===== src/rtl/reaction_stimulus.sv =====
// Reaction-round front end: random pre-LED delay, debounced button, press/false-start/timeout pulses, cooldown.
// Optional: define REACTION_FALSE_START_EN to let a press during WAIT abort the round.
module reaction_stimulus #(
  parameter int unsigned DEBOUNCE_CYCLES = 4,
  parameter int unsigned MIN_WAIT_CYCLES = 32,
  parameter int unsigned TIMEOUT_CYCLES  = 200,
  parameter int unsigned COOLDOWN_CYCLES = 16
) (
  input  logic clk,
  input  logic rst,
  input  logic start,
  input  logic button_raw,
  output logic led_on,
  output logic press_pulse,
  output logic false_start,
  output logic timeout,
  output logic busy
);

  localparam int unsigned DEB_W  = $clog2(DEBOUNCE_CYCLES + 1);
  localparam int unsigned WAIT_W = 16;
  localparam int unsigned LIT_W  = $clog2(TIMEOUT_CYCLES + 1);
  localparam int unsigned COOL_W = $clog2(COOLDOWN_CYCLES + 1);

  typedef enum logic [2:0] {
    S_IDLE,
    S_WAIT,
    S_LIT,
    S_HOLD,
    S_COOL
  } state_e;

  logic              sync1_q, sync2_q;
  logic              deb_q, deb_d;
  logic [DEB_W-1:0]  deb_cnt_q, deb_cnt_d;
  logic              press_evt_q;
  logic [7:0]        lfsr_q;

  state_e            state_q, state_d;
  logic [WAIT_W-1:0] wait_cnt_q, wait_cnt_d;
  logic [LIT_W-1:0]  lit_cnt_q, lit_cnt_d;
  logic [COOL_W-1:0] cool_cnt_q, cool_cnt_d;
  logic              led_q, led_d;
  logic              pulse_q, pulse_d;
  logic              fs_q, fs_d;
  logic              to_q, to_d;
  logic              busy_q, busy_d;

  // Debounced level flips only after DEBOUNCE_CYCLES consecutive disagreeing samples.
  always_comb begin
    deb_d     = deb_q;
    deb_cnt_d = '0;
    if (sync2_q != deb_q) begin
      if (deb_cnt_q == DEB_W'(DEBOUNCE_CYCLES - 1)) begin
        deb_d = ~deb_q;
      end else begin
        deb_cnt_d = deb_cnt_q + DEB_W'(1);
      end
    end
  end

  always_ff @(posedge clk or posedge rst) begin
    if (rst) begin
      sync1_q     <= 1'b0;
      sync2_q     <= 1'b0;
      deb_q       <= 1'b0;
      deb_cnt_q   <= '0;
      press_evt_q <= 1'b0;
      lfsr_q      <= 8'hA5;
    end else begin
      sync1_q     <= button_raw;
      sync2_q     <= sync1_q;
      deb_q       <= deb_d;
      deb_cnt_q   <= deb_cnt_d;
      press_evt_q <= deb_d & ~deb_q;
      lfsr_q      <= {lfsr_q[6:0], lfsr_q[7] ^ lfsr_q[5] ^ lfsr_q[4] ^ lfsr_q[3]};
    end
  end

  // Round sequencing: next state and registered output values.
  always_comb begin
    state_d    = state_q;
    wait_cnt_d = wait_cnt_q;
    lit_cnt_d  = lit_cnt_q;
    cool_cnt_d = cool_cnt_q;
    led_d      = 1'b0;
    pulse_d    = 1'b0;
    fs_d       = 1'b0;
    to_d       = 1'b0;
    case (state_q)
      S_IDLE: begin
        if (start) begin
          state_d    = S_WAIT;
          wait_cnt_d = WAIT_W'(MIN_WAIT_CYCLES) + WAIT_W'(lfsr_q);
        end
      end
      S_WAIT: begin
        if (wait_cnt_q == WAIT_W'(1)) begin
          state_d   = S_LIT;
          led_d     = 1'b1;
          lit_cnt_d = '0;
        end else begin
          wait_cnt_d = wait_cnt_q - WAIT_W'(1);
        end
`ifdef REACTION_FALSE_START_EN
        if (press_evt_q) begin
          state_d    = S_COOL;
          led_d      = 1'b0;
          fs_d       = 1'b1;
          cool_cnt_d = '0;
        end
`endif
      end
      S_LIT: begin
        led_d = 1'b1;
        if (press_evt_q) begin
          state_d = S_HOLD;
          led_d   = 1'b0;
          pulse_d = 1'b1;
        end else if (lit_cnt_q == LIT_W'(TIMEOUT_CYCLES - 1)) begin
          state_d    = S_COOL;
          led_d      = 1'b0;
          to_d       = 1'b1;
          cool_cnt_d = '0;
        end else begin
          lit_cnt_d = lit_cnt_q + LIT_W'(1);
        end
      end
      // LED already low while the pulse is high, so the timer sees the press against a dark LED.
      S_HOLD: begin
        state_d    = S_COOL;
        cool_cnt_d = '0;
      end
      S_COOL: begin
        if (cool_cnt_q == COOL_W'(COOLDOWN_CYCLES - 1)) begin
          state_d = S_IDLE;
        end else begin
          cool_cnt_d = cool_cnt_q + COOL_W'(1);
        end
      end
      default: begin
        state_d = S_IDLE;
      end
    endcase
    busy_d = (state_d != S_IDLE);
  end

  always_ff @(posedge clk or posedge rst) begin
    if (rst) begin
      state_q    <= S_IDLE;
      wait_cnt_q <= '0;
      lit_cnt_q  <= '0;
      cool_cnt_q <= '0;
      led_q      <= 1'b0;
      pulse_q    <= 1'b0;
      fs_q       <= 1'b0;
      to_q       <= 1'b0;
      busy_q     <= 1'b0;
    end else begin
      state_q    <= state_d;
      wait_cnt_q <= wait_cnt_d;
      lit_cnt_q  <= lit_cnt_d;
      cool_cnt_q <= cool_cnt_d;
      led_q      <= led_d;
      pulse_q    <= pulse_d;
      fs_q       <= fs_d;
      to_q       <= to_d;
      busy_q     <= busy_d;
    end
  end

  assign led_on      = led_q;
  assign press_pulse = pulse_q;
  assign false_start = fs_q;
  assign timeout     = to_q;
  assign busy        = busy_q;

endmodule

===== config.mk =====
export PLATFORM = sky130hd
export DESIGN_NAME = reaction_stimulus
export DESIGN_NICKNAME = d
export VERILOG_FILES = /design/src/rtl/reaction_stimulus.sv
export SDC_FILE = /design/constraint.sdc
export NUM_CORES = 1
export LEC_CHECK = 0
export ABC_AREA = 1
export CAP_MARGIN = 20
export CORE_MARGIN = 2
export CORE_UTILIZATION = 61
export DETAILED_ROUTE_END_ITERATION = 16
export PLACE_DENSITY_LB_ADDON = 0.05
export SLEW_MARGIN = 20
export SYNTH_ARGS = -nofsm -noshare
export SYNTH_HDL_FRONTEND = slang
export SYNTH_SLANG_ARGS = --single-unit

===== constraint.sdc =====
create_clock -name clk -period 1.8 [get_ports clk]
set_clock_uncertainty 0.05 [all_clocks]
set_input_delay 0.36 -clock clk [delete_from_list [all_inputs] [get_ports clk]]
set_output_delay 0.36 -clock clk [all_outputs]
set_load 0.005 [all_outputs]

==> impl.org <==
** Floorplanning
- Number of top-level pins :: 9
- The floorplan step defined a die boundary enclosing 5130 um^2.
- Area of the core region :: 4380 um^2
- Die boundary height :: slightly above 70 um
- After floorplanning, the core was divided into 24 placement rows.
- In this run the horizontal extent of the chip is 71.6 um.
- The initial utilization of the core area, before any placement, comes to between 60% and 70%.

** Synthesis
- Avg Inst Size Synth :: 7.77 um^2
- Post-synth EDFFs :: 0
- Part of the Yosys area used for sequential elements :: 46.0%
- Combined area of all synthesized cells :: around 2800 um^2
- Post-synthesis async set-or-reset flop share :: 100%
- In this run, distinct cell masters in the synthesized netlist total 30.
- Post-synthesis cell type with the largest combined area :: sky130_fd_sc_hd__dfrtp_1
- Flip-flop cell with the highest count after synthesis :: sky130_fd_sc_hd__dfrtp_1
- Net count after synthesis :: between 300 and 400
- During synthesis, Yosys emitted a total of 0 warnings.
- After technology mapping, the gate count stands at 359.
- Area share of the largest cell type after synthesis :: 42.2%
- By area the synthesized netlist is led by sky130_fd_sc_hd__dfrtp_1, sky130_fd_sc_hd__nand2_1, sky130_fd_sc_hd__nand3_1, sky130_fd_sc_hd__inv_1, sky130_fd_sc_hd__nor2_1.
- Counting flops and latches in the post-synthesis netlist gives about 50.

** Timing
- After routing, the total negative slack on setup checks comes to 0 ns.
- Maximum operating frequency :: a little over 600 MHz
- Unrepaired setup endpoints after global routing :: false
- The hold violation total from the final report came to 0.
- Setup violations remaining at the end of the flow were counted as 0.
- Setup slack on the critical path of the routed design comes to ~0.16 ns.
- In the finished design, the share of the clock period the worst path needs comes to 91.2%.
- Clock period minus final worst setup slack :: 1.64 ns
- Final Slew Violations :: 0

** Global route
- The via count of the first global-routing pass came to 2043.
- GRT Overall Usage :: 21.5%
- Wire length of the first global-routing pass :: 8740 um
- Number of antenna violations at the first check in global routing :: 0
- Largest net degree at the start of global routing :: 23
- For this run the aggregate overflow at the end of global routing stands at 0.

** Critical path
- Slowest stage cell on the critical path :: sky130_fd_sc_hd__dfrtp_1
- By instance count, the cell type seen most on the critical path is sky130_fd_sc_hd__nand2_1.
- STA puts the critical path data arrival time at about 1.8 ns.
- The worst register-to-register path has a depth of 9.
- STA classifies the critical path endpoint as a flip-flop.
- The cell family contributing the most delay on the critical path is simple AND/OR/NAND/NOR gates.
- Traced cell by cell, the critical path runs through ha_1 -> nand2_1 -> nor2_1 -> ha_1 -> o22ai_1 -> inv_1 -> nand2_1 -> nor2_1 -> nand2_1.
- Crit path max fanout :: 6
- In this run the critical register-to-register path is captured at busy.
- Worst setup SP type :: flip-flop
- By startpoint and endpoint, the worst setup path is classified as flip-flop to flip-flop.
- Delay of the slowest critical-path stage :: roughly 0.40 ns
- Number of buffers and inverters on the critical path :: 1
- Reg2reg setup slack :: 0.16 ns
- STA puts the critical path data required time at 1.94 ns.
- The worst register-to-register path begins at cool_cnt_q[0].

** Cells and area
- Signed area change from the synthesized netlist to the final layout :: 10.0%
- Number of nets in the layout :: 386
- Of the cells placed in the final design, the portion with a size suffix greater than 1 is 11.2%.
- Diodes inserted :: 0
- Number of filler instances in the final layout :: 348

** Routing
- Highest metal layer with signal wires :: met4
- Detailed-routing wirelength on met1 :: 2310 um
- Met3 Routed Length :: between 150 and 200 um
- The count of nets left with antenna violations once routing finished came out at 0.
- In this run, the number of DRC markers left after iteration 0 of detailed routing was 116.
- After detailed routing, the number of vias per cell comes to 5.20.
- Summed over all nets, wire length on met2 after detailed routing comes to about 2500 um.
- Final routed wire length divided by cell count :: 11.6 um
- Wires add up to 4980 um.
- Final routed DRC violation total :: 0
- The first TritonRoute pass finished after 4 iterations.
- The final route contains 2227 vias.

** Place
- Final HPWL DP :: around 3800 um
- The congestion estimate from routability-driven global placement came to 0.883.
- OpenSTA, run right after detailed placement, puts the worst setup slack at 0.0658 ns.
- Buffers on Ports :: 7

** Clock network
- Count of H-tree levels built during CTS :: 2
- TritonCTS clock tree :: yes
- In this run the deepest clock path goes through 2 buffers.
- Clock transition at the registers of the reported paths :: 0.09 ns
- At the later pin of the worst-skew pair, clock insertion delay measures 0.30 ns.
- Number of hold buffers added after CTS :: 0
- Clock root buffer :: sky130_fd_sc_hd__clkbuf_8
- Counting the buffers created by CTS gives 5.
- Counting every sink on the clock net gives between 50 and 60.

** Power and ir drop
- Per report_power, the clock group accounts for a little under two fifths of the total.
- Total net switching power :: 0.447 mW
- Switching Fraction :: between 20% and 30%
- Of the total power, registers draw 57.3%.
- IR analysis of the VDD net gives a maximum drop of 0.492 mV.
- P_leak :: 1.54 nW
- The internal portion of the total power is roughly 1.6 mW.
- Combinational power share :: under 10%
- PwrDens :: around 700 nW/um^2

** Outcome
- Status :: finished, final reports clean

** Hold path
- The tightest min-delay check is of the input pin to async pin type.

** Run
- Maximum Capacitance Violations :: 0
cells by family (layout without fill, tap and decap cells):
kind of cell,count (synthesis),in the layout,share of synthesized area [%]
AND/OR/NAND/NOR,214,214,33.7
flip-flops,51,51,46.0
buffers and inverters,51,68,8.35
AO/OA/AOI/OAI,25,25,5.57
XOR/XNOR,9,9,2.83
adder cells (fa/ha/maj),7,7,3.14
other,1,1,0.135
multiplexers,1,1,0.359
per-layer routing:
| layer | global-route usage, % | up-vias |
|---|---|---|
| met5 | 0 | - |
| met4 | 6.08 | 0 |
| met3 | 3.94 | 2 |
| met2 | 36.8 | 38 |
| met1 | 28.0 | 1032 |
| li1 | - | 1155 |
placed cells by master, fill, tap and decap left out, drive strengths merged:
cell           synthesis  routed
nand2                112     112
dfrtp                 47      47
nor2                  47      47
inv                   44      45
nand3                 44      44
o21ai                 19      19
buf                    7       9
clkdlybuf4s50          0       7
ha                     7       7
clkbuf                 0       6
xor2                   5       5
nor3                   5       5
xnor2                  4       4
dfstp                  4       4
or2                    2       2
o22ai                  2       2
nor3b                  2       2
nand4                  2       2
o21bai                 2       2
a21oi                  2       2
mux2i                  1       1
conb                   1       1
bufinv                 0       1
state kept, by name (all words and copies together), names as in the netlist:
register	count
busy	1
cool_cnt_q	5
deb_cnt_q	3
deb_q	1
led_on	1
lfsr_q	8
lit_cnt_q	8
press_evt_q	1
press_pulse	1
state_q	3
sync1_q	1
sync2_q	1
timeout	1
wait_cnt_q	16
synthesized netlist by cell type (2+ instances only):
cell                         n
sky130_fd_sc_hd__o21ai_1     3
sky130_fd_sc_hd__o21bai_1    2
sky130_fd_sc_hd__buf_6       4
sky130_fd_sc_hd__xnor2_1     4
sky130_fd_sc_hd__dfrtp_1    47
sky130_fd_sc_hd__nor3_1      4
sky130_fd_sc_hd__xor2_1      5
sky130_fd_sc_hd__nor2_1     41
sky130_fd_sc_hd__nand3_1    42
sky130_fd_sc_hd__o22ai_1     2
sky130_fd_sc_hd__o21ai_0    13
sky130_fd_sc_hd__nand2_2     4
sky130_fd_sc_hd__dfstp_2     4
sky130_fd_sc_hd__nor2_2      4
sky130_fd_sc_hd__ha_1        7
sky130_fd_sc_hd__o21ai_2     3
sky130_fd_sc_hd__nand4_1     2
sky130_fd_sc_hd__nor3b_1     2
sky130_fd_sc_hd__nand2_1   108
sky130_fd_sc_hd__nor2_4      2
sky130_fd_sc_hd__buf_4       3
sky130_fd_sc_hd__or2_2       2
sky130_fd_sc_hd__inv_1      43
sky130_fd_sc_hd__nand3_2     2
final cells by class:
class / instances / area [um^2] / area share (%)
Clock buffer: 6 / 72.6 / 2.37
Clock inverter: 2 / 38.8 / 1.26
Inverter: 44 / 165 / 5.39
Multi-Input combinational cell: 257 / 1280 / 41.8
Sequential cell: 51 / 1280 / 41.8
Tap cell: 52 / 65.1 / 2.12
Timing Repair Buffer: 16 / 163 / 5.30
repair_timing:
item / in CTS / in global routing
endpoints found under the hold margin: 0 / 0
setup endpoints to repair: 0 / 8
buffers inserted: 0 / 2
resized for setup: 0 / 2
per-stage QoR:
stage,instances,area (um^2),hold WS (ns),utilization (%),total power [mW]
2_1_floorplan,359,2790,0.281,-,1.29
3_3_place_gp,418,2930,0.284,66.9,1.32
3_5_place_dp,418,2930,0.285,66.9,1.33
4_1_cts,426,3040,0.292,69.4,2.12
5_1_grt,428,3070,0.317,69.9,2.17
6_report,428,3070,0.297,69.9,2.09
worst register-to-register path, delay by kind of cell, from the launching register on:
family | cells | cell delay (ns)
simple gates | 5 | 0.52
buf+inv | 1 | 0.12
flops | 1 | 0.40
compound gates | 1 | 0.08
fa+ha+maj | 2 | 0.36
power by group through the flow:
stage | Clock, mW | Sequential (mW) | Combinational, mW
after global routing | 0.852 | 1.20 | 0.124
after CTS | 0.822 | 1.20 | 0.106
after global placement | 0 | 1.22 | 0.103
after detailed placement | 0 | 1.22 | 0.106
after floorplan | 0 | 1.21 | 0.0743
final | 0.789 | 1.20 | 0.103
how the worst max path moves through the flow:
stage | startpoint | to | slack (ns) | depth (start not counted)
floorplan | rst | busy | 0.17 | 1
CTS | wait_cnt_q[8] | wait_cnt_q[10] | 0.11 | 6
global placement | start | wait_cnt_q[13] | 0.11 | 5
global route | cool_cnt_q[0] | busy | 0.01 | 9
detailed placement | start | wait_cnt_q[13] | 0.07 | 5
finish | cool_cnt_q[0] | busy | 0.16 | 9
Power figures use the tool's default switching activity.
